===== src/rtl/w_stage_grf.sv =====
// Writeback stage: decodes the W-stage instruction, commits to a 32x32 register file,
// serves two D-stage read ports, and counts retired instructions.
// Optional W->D same-cycle bypass on the read ports: define GRF_BYPASS_EN.

module w_stage_grf #(
    parameter int unsigned NREG            = 32,
    parameter int unsigned RESET_PC_OFFSET = 8
) (
    input  logic        clk,
    input  logic        reset,
    input  logic [31:0] InstrIn,
    input  logic [31:0] PCin,
    input  logic [31:0] ALUin,
    input  logic [31:0] DMin,
    input  logic [31:0] EXTin,
    input  logic [4:0]  A1,
    input  logic [4:0]  A2,
    output logic [31:0] RD1,
    output logic [31:0] RD2,
    output logic [4:0]  WA,
    output logic [31:0] WD,
    output logic        WE,
    output logic [31:0] RetireCnt
);

    localparam int unsigned DW  = 32;
    localparam int unsigned AW  = 5;
    localparam int unsigned OPW = 6;

    localparam logic [OPW-1:0] OP_SPECIAL = 6'h00;
    localparam logic [OPW-1:0] OP_JAL     = 6'h03;
    localparam logic [OPW-1:0] OP_ORI     = 6'h0d;
    localparam logic [OPW-1:0] OP_LUI     = 6'h0f;
    localparam logic [OPW-1:0] OP_LW      = 6'h23;
    localparam logic [OPW-1:0] FN_ADDU    = 6'h21;
    localparam logic [OPW-1:0] FN_SUBU    = 6'h23;
    localparam logic [AW-1:0]  RA_IDX     = 5'd31;

    typedef struct packed {
        logic          wr;
        logic [AW-1:0] addr;
        logic [DW-1:0] data;
    } wb_req_t;

    logic [OPW-1:0] op;
    logic [OPW-1:0] fn;
    logic [AW-1:0]  rt;
    logic [AW-1:0]  rd;
    wb_req_t        dec;
    logic           wr_ok;

    assign op = InstrIn[31:26];
    assign fn = InstrIn[5:0];
    assign rt = InstrIn[20:16];
    assign rd = InstrIn[15:11];

    // Instruction class -> raw write request (before the $0 filter)
    always_comb begin
        dec = '0;
        case (op)
            OP_SPECIAL: begin
                if (fn == FN_ADDU || fn == FN_SUBU) begin
                    dec = '{wr: 1'b1, addr: rd, data: ALUin};
                end
            end
            OP_ORI:  dec = '{wr: 1'b1, addr: rt, data: ALUin};
            OP_LW:   dec = '{wr: 1'b1, addr: rt, data: DMin};
            OP_LUI:  dec = '{wr: 1'b1, addr: rt, data: EXTin};
            OP_JAL:  dec = '{wr: 1'b1, addr: RA_IDX, data: PCin + DW'(RESET_PC_OFFSET)};
            default: dec = '0;
        endcase
    end

    // $0 and out-of-range targets collapse to "no write"
    assign wr_ok = dec.wr && (dec.addr != '0) && (32'(dec.addr) < NREG);
    assign WE    = wr_ok;
    assign WA    = wr_ok ? dec.addr : '0;
    assign WD    = wr_ok ? dec.data : '0;

    logic [DW-1:0] regs [NREG];

    always_ff @(posedge clk or negedge reset) begin
        if (!reset) begin
            for (int i = 0; i < int'(NREG); i++) begin
                regs[i] <= '0;
            end
        end else if (WE) begin
            regs[WA] <= WD;
        end
    end

    logic [DW-1:0] rd1_stored;
    logic [DW-1:0] rd2_stored;

    // Stored-value reads; address 0 is hardwired to zero
    always_comb begin
        rd1_stored = '0;
        rd2_stored = '0;
        if (A1 != '0 && 32'(A1) < NREG) begin
            rd1_stored = regs[A1];
        end
        if (A2 != '0 && 32'(A2) < NREG) begin
            rd2_stored = regs[A2];
        end
    end

`ifdef GRF_BYPASS_EN
    // Same-cycle W->D forward; held off during reset so the ports read zero
    always_comb begin
        RD1 = rd1_stored;
        RD2 = rd2_stored;
        if (reset && WE && (A1 == WA)) begin
            RD1 = WD;
        end
        if (reset && WE && (A2 == WA)) begin
            RD2 = WD;
        end
    end
`else
    assign RD1 = rd1_stored;
    assign RD2 = rd2_stored;
`endif

    logic [DW-1:0] retire_cnt;

    // Every non-bubble instruction retires, writing or not; wraps naturally
    always_ff @(posedge clk or negedge reset) begin
        if (!reset) begin
            retire_cnt <= '0;
        end else if (InstrIn != '0) begin
            retire_cnt <= retire_cnt + DW'(1);
        end
    end

    assign RetireCnt = retire_cnt;

endmodule

===== config.mk =====
export PLATFORM = sky130hd
export DESIGN_NAME = w_stage_grf
export DESIGN_NICKNAME = d
export VERILOG_FILES = /design/src/rtl/w_stage_grf.sv
export SDC_FILE = /design/constraint.sdc
export NUM_CORES = 2
export LEC_CHECK = 0
export CAP_MARGIN = 20
export CORE_ASPECT_RATIO = 0.9
export CORE_UTILIZATION = 24
export CTS_CLUSTER_SIZE = 30
export DETAILED_ROUTE_END_ITERATION = 7
export HOLD_SLACK_MARGIN = 0.08
export PLACE_DENSITY_LB_ADDON = 0.15
export SYNTH_ARGS = -nofsm -noshare
export SYNTH_HDL_FRONTEND = slang
export SYNTH_SLANG_ARGS = --single-unit

===== constraint.sdc =====
create_clock -name clk -period 5.4 [get_ports clk]
set_input_delay 0.54 -clock clk [delete_from_list [all_inputs] [get_ports clk]]
set_output_delay 0.54 -clock clk [all_outputs]
set_load 0.01 [all_outputs]

==> flow_metrics.env <==
export IMPL_die_area_um2=241000
export IMPL_clkSlewWorstSetupHoldPaths_ps=60
export IMPL_clkLatencyLatePin_ps=770
export IMPL_setup_violations=0
export IMPL_worst_clock_skew_ps=5.82
export IMPL_path_max_fanout=22
export IMPL_number_of_enable_flip_flop_cells_after_synthesis=0
export IMPL_synth_nets=4103
export IMPL_max_slew_worst_pin_slew_ps=1320
export IMPL_sequentialPowerShare=0.435
export IMPL_track_usage=0.194
export IMPL_final_hold_viol_count=0
export IMPL_worstSetupPathType="in2out"
export IMPL_cts_root_to_sink_buffers=3
export IMPL_yosys_warnings=0
export IMPL_share_clk_of_total_power=0.478
export IMPL_postRouteAntennaNets=0
export IMPL_drt_wl_total_um=235000
export IMPL_worstReg2RegEnd="RetireCnt[31]"
export IMPL_design_core_area_um2=238000
export IMPL_cap_violations=0
export IMPL_multi_input_area_um2=29400
export IMPL_cell_internal_pwr_uw=14000
export IMPL_postSynth_asyncResetShare=1.00
export IMPL_final_period_minus_worst_setup_slack_ps=4890
export IMPL_initialDrtViolationCount=2845
export IMPL_final_period_util=0.905
export IMPL_vdd_ir_drop_worst_uv=170
export IMPL_grt_max_degree=123
export IMPL_synth_top_flop_cell="sky130_fd_sc_hd__dfrtp_1"
export IMPL_worstSetupEndpoint="WD[8]"
export IMPL_slew_headroom=0.118
export IMPL_vias_per_cell=5.10
export IMPL_register_area_um2=26400
export IMPL_timing_final_max_slew_violations=0
export IMPL_first_global_vias=39900
export IMPL_post_cts_resized_instances=0
export IMPL_ys_seq_area_frac=0.460
export IMPL_synth_seq_cells=1056
export IMPL_remaining_drc_errors=0
export IMPL_placement_setup_slack_ps=520
export IMPL_power_density_cell_area_nw_per_um2=270
export IMPL_postCtsHoldBufs=1
export IMPL_number_of_buffers_inserted_during_clock_tree_synthesis=130
export IMPL_max_freq_ghz=0.205
export IMPL_worst_endpoint_arrival_ps=4350
export IMPL_floorplan_rows=170
export IMPL_yosysUniqueCellTypes=66
export IMPL_vias=38000
export IMPL_critPathLaunch="InstrIn[26]"
export IMPL_grt_first_pass_wirelength_um=331000
export IMPL_min_path_type="reg2reg"
export IMPL_sw_frac_of_total=0.255
export IMPL_required_ps=4860
export IMPL_setup_worst_path_start_class="input port"
export IMPL_gpl_final_weighted_congestion=0.774
export IMPL_total_switching_power_uw=4780
export IMPL_starting_density=0.241
export IMPL_syn_area_um2=57500
export IMPL_dieHeight_um=466
export IMPL_die_width_um=518
export IMPL_cts_htree_levels=4
export IMPL_drive_gt1_frac=0.433
export IMPL_cts_sinks=1056
export IMPL_post_route_worst_setup_slack_ps=511
export IMPL_root_buffer="sky130_fd_sc_hd__clkbuf_16"
export IMPL_wl_per_cell_um=31.5
export IMPL_post_cts_buffers=0
export IMPL_pre_antenna_drt_iters=6
export IMPL_regToRegStartpoint="RetireCnt[8]"
export IMPL_final_setup_tns_ps=0
export IMPL_layout_nets=4341
export IMPL_port_buffers=305
export IMPL_grt_antenna_before_repair=5
export IMPL_grt_setup_unrepaired="false"
export IMPL_ff2ff_path_depth=6
export IMPL_post_synth_inst_count=3929
export IMPL_comb_power_share=0.087
export IMPL_run_status="complete, no violations"
export IMPL_ff2ff_setup_slack_ps=2720
export IMPL_avgSynthCellArea_um2=14.6
export IMPL_critPathCaptureType="primary output"
export IMPL_post_dp_hpwl_um=145000
export IMPL_globalRoute_totalOverflow=0
export IMPL_area_growth_pct=20.9
export IMPL_n_fill_cell=23900
export IMPL_floorplan_io_pins=306
export IMPL_power_static_leakage_uw=0.0296
export IMPL_cts_tree="yes"
logic make-up (layout without fill, tap and decap cells):
kind of cell	after synthesis	count (layout)	synth area share
mux	1427	1427	0.404
buf+inv	418	756	0.0316
compound gates	441	441	0.0523
simple gates	542	542	0.0454
other cells	0	3	0
xor+xnor	43	43	0.00655
fa+ha+maj	2	2	0.000435
flops	1056	1056	0.460
final cells by class:
| type | count | share of cell area |
|---|---|---|
| antenna | 3 | 0.000108 |
| clock buffer | 185 | 0.0545 |
| clock inverter | 47 | 0.00726 |
| inverter | 7 | 0.000378 |
| multi-input combinational | 2455 | 0.423 |
| sequential | 1056 | 0.380 |
| tap | 3182 | 0.0573 |
| timing repair buffer | 517 | 0.0767 |
layout by cell type (no fill, tap or decap), types with 7 or more instances in the layout:
| cell | n |
|---|---|
| sky130_fd_sc_hd__nor2_2 | 18 |
| sky130_fd_sc_hd__nor2_4 | 7 |
| sky130_fd_sc_hd__clkbuf_16 | 133 |
| sky130_fd_sc_hd__or2_2 | 7 |
| sky130_fd_sc_hd__o21ai_0 | 95 |
| sky130_fd_sc_hd__nor3_1 | 12 |
| sky130_fd_sc_hd__clkinv_2 | 21 |
| sky130_fd_sc_hd__and4_1 | 7 |
| sky130_fd_sc_hd__bufinv_16 | 7 |
| sky130_fd_sc_hd__a222oi_1 | 14 |
| sky130_fd_sc_hd__a221oi_2 | 9 |
| sky130_fd_sc_hd__a22o_1 | 16 |
| sky130_fd_sc_hd__buf_4 | 162 |
| sky130_fd_sc_hd__a221o_1 | 16 |
| sky130_fd_sc_hd__nand3_1 | 19 |
| sky130_fd_sc_hd__clkbuf_1 | 26 |
| sky130_fd_sc_hd__nor4_1 | 15 |
| sky130_fd_sc_hd__xnor2_1 | 32 |
| sky130_fd_sc_hd__mux2i_1 | 64 |
| sky130_fd_sc_hd__o21ai_1 | 7 |
| sky130_fd_sc_hd__nand2_1 | 142 |
| sky130_fd_sc_hd__xor2_1 | 11 |
| sky130_fd_sc_hd__nand4_1 | 28 |
| sky130_fd_sc_hd__mux4_2 | 640 |
| sky130_fd_sc_hd__clkdlybuf4s50_1 | 294 |
| sky130_fd_sc_hd__dfrtp_1 | 1056 |
| sky130_fd_sc_hd__mux2_2 | 680 |
| sky130_fd_sc_hd__nor3_4 | 12 |
| sky130_fd_sc_hd__buf_12 | 53 |
| sky130_fd_sc_hd__nor2_1 | 217 |
| sky130_fd_sc_hd__o31ai_1 | 99 |
| sky130_fd_sc_hd__clkbuf_8 | 26 |
| sky130_fd_sc_hd__o31a_1 | 9 |
| sky130_fd_sc_hd__a21oi_1 | 133 |
| sky130_fd_sc_hd__mux2_1 | 43 |
| sky130_fd_sc_hd__and2_1 | 16 |
| sky130_fd_sc_hd__a21oi_2 | 10 |
| sky130_fd_sc_hd__inv_6 | 8 |
synthesized netlist by cell type (all sizes together), types with 32 or more instances:
master | number | area (um^2)
o21ai | 103 | 515
xnor2 | 32 | 280
o31ai | 100 | 751
mux2 | 723 | 8140
mux4 | 640 | 14400
nor2 | 242 | 961
nand2 | 144 | 543
dfrtp | 1056 | 26400
a21oi | 143 | 753
buf | 186 | 945
clkbuf | 225 | 845
mux2i | 64 | 641
critical path: stages:
cell                              delay, ps
sky130_fd_sc_hd__clkdlybuf4s50_1        520
sky130_fd_sc_hd__nor4_2                 430
sky130_fd_sc_hd__and4_1                 640
sky130_fd_sc_hd__a221oi_4               140
sky130_fd_sc_hd__inv_2                  330
sky130_fd_sc_hd__nor4_4                 100
sky130_fd_sc_hd__buf_12                 200
sky130_fd_sc_hd__nor2_2                 610
sky130_fd_sc_hd__clkdlybuf4s50_1        700
worst min path at each step:
stage,start,end,slack (ps),cells past startpoint
finish,regs[996],regs[996],390,0
CTS,regs[1016],regs[1016],400,0
detailed placement,regs[1022],regs[1022],380,0
floorplan,reset,RetireCnt[0],240,0
global route,regs[994],regs[994],410,0
global placement,regs[1010],regs[1010],380,0
sequential cells by signal, summed over array words and instances (netlist names):
| name | cells |
|---|---|
| regs | 1024 |
| RetireCnt | 32 |
power groups by stage:
stage          Combinational [uW]  Sequential, uW  Clock [uW]
3_5_place_dp                 1660            8310           0
3_3_place_gp                 1660            8300           0
2_1_floorplan                 858            8280           0
6_report                     1630            8170        8960
5_1_grt                      1740            8190        9540
4_1_cts                      1670            8170        9220
layer usage:
| metal | routed length, um | part of all wire | track usage | up-vias |
|---|---|---|---|---|
| met5 | 0 | 0 | 0 | - |
| met2 | 116000 | 0.49 | 0.327 | 898 |
| met1 | 103000 | 0.44 | 0.253 | 21000 |
| met3 | 7890 | 0.034 | 0.0257 | 290 |
| met4 | 8840 | 0.038 | 0.0709 | 0 |
| li1 | - | - | - | 15800 |
metrics by stage:
step	utilization	area [um^2]	cells	hold slack (ps)	total power (uW)
floorplan	-	57500	3929	244	9130
global placement	0.273	65100	7215	377	9960
detailed placement	0.273	65200	7216	382	9970
CTS	0.292	69400	7449	396	19000
global route	0.292	69500	7450	408	19500
finish	0.292	69500	7452	394	18800
Note: power is estimated with default switching activity, not from simulation.
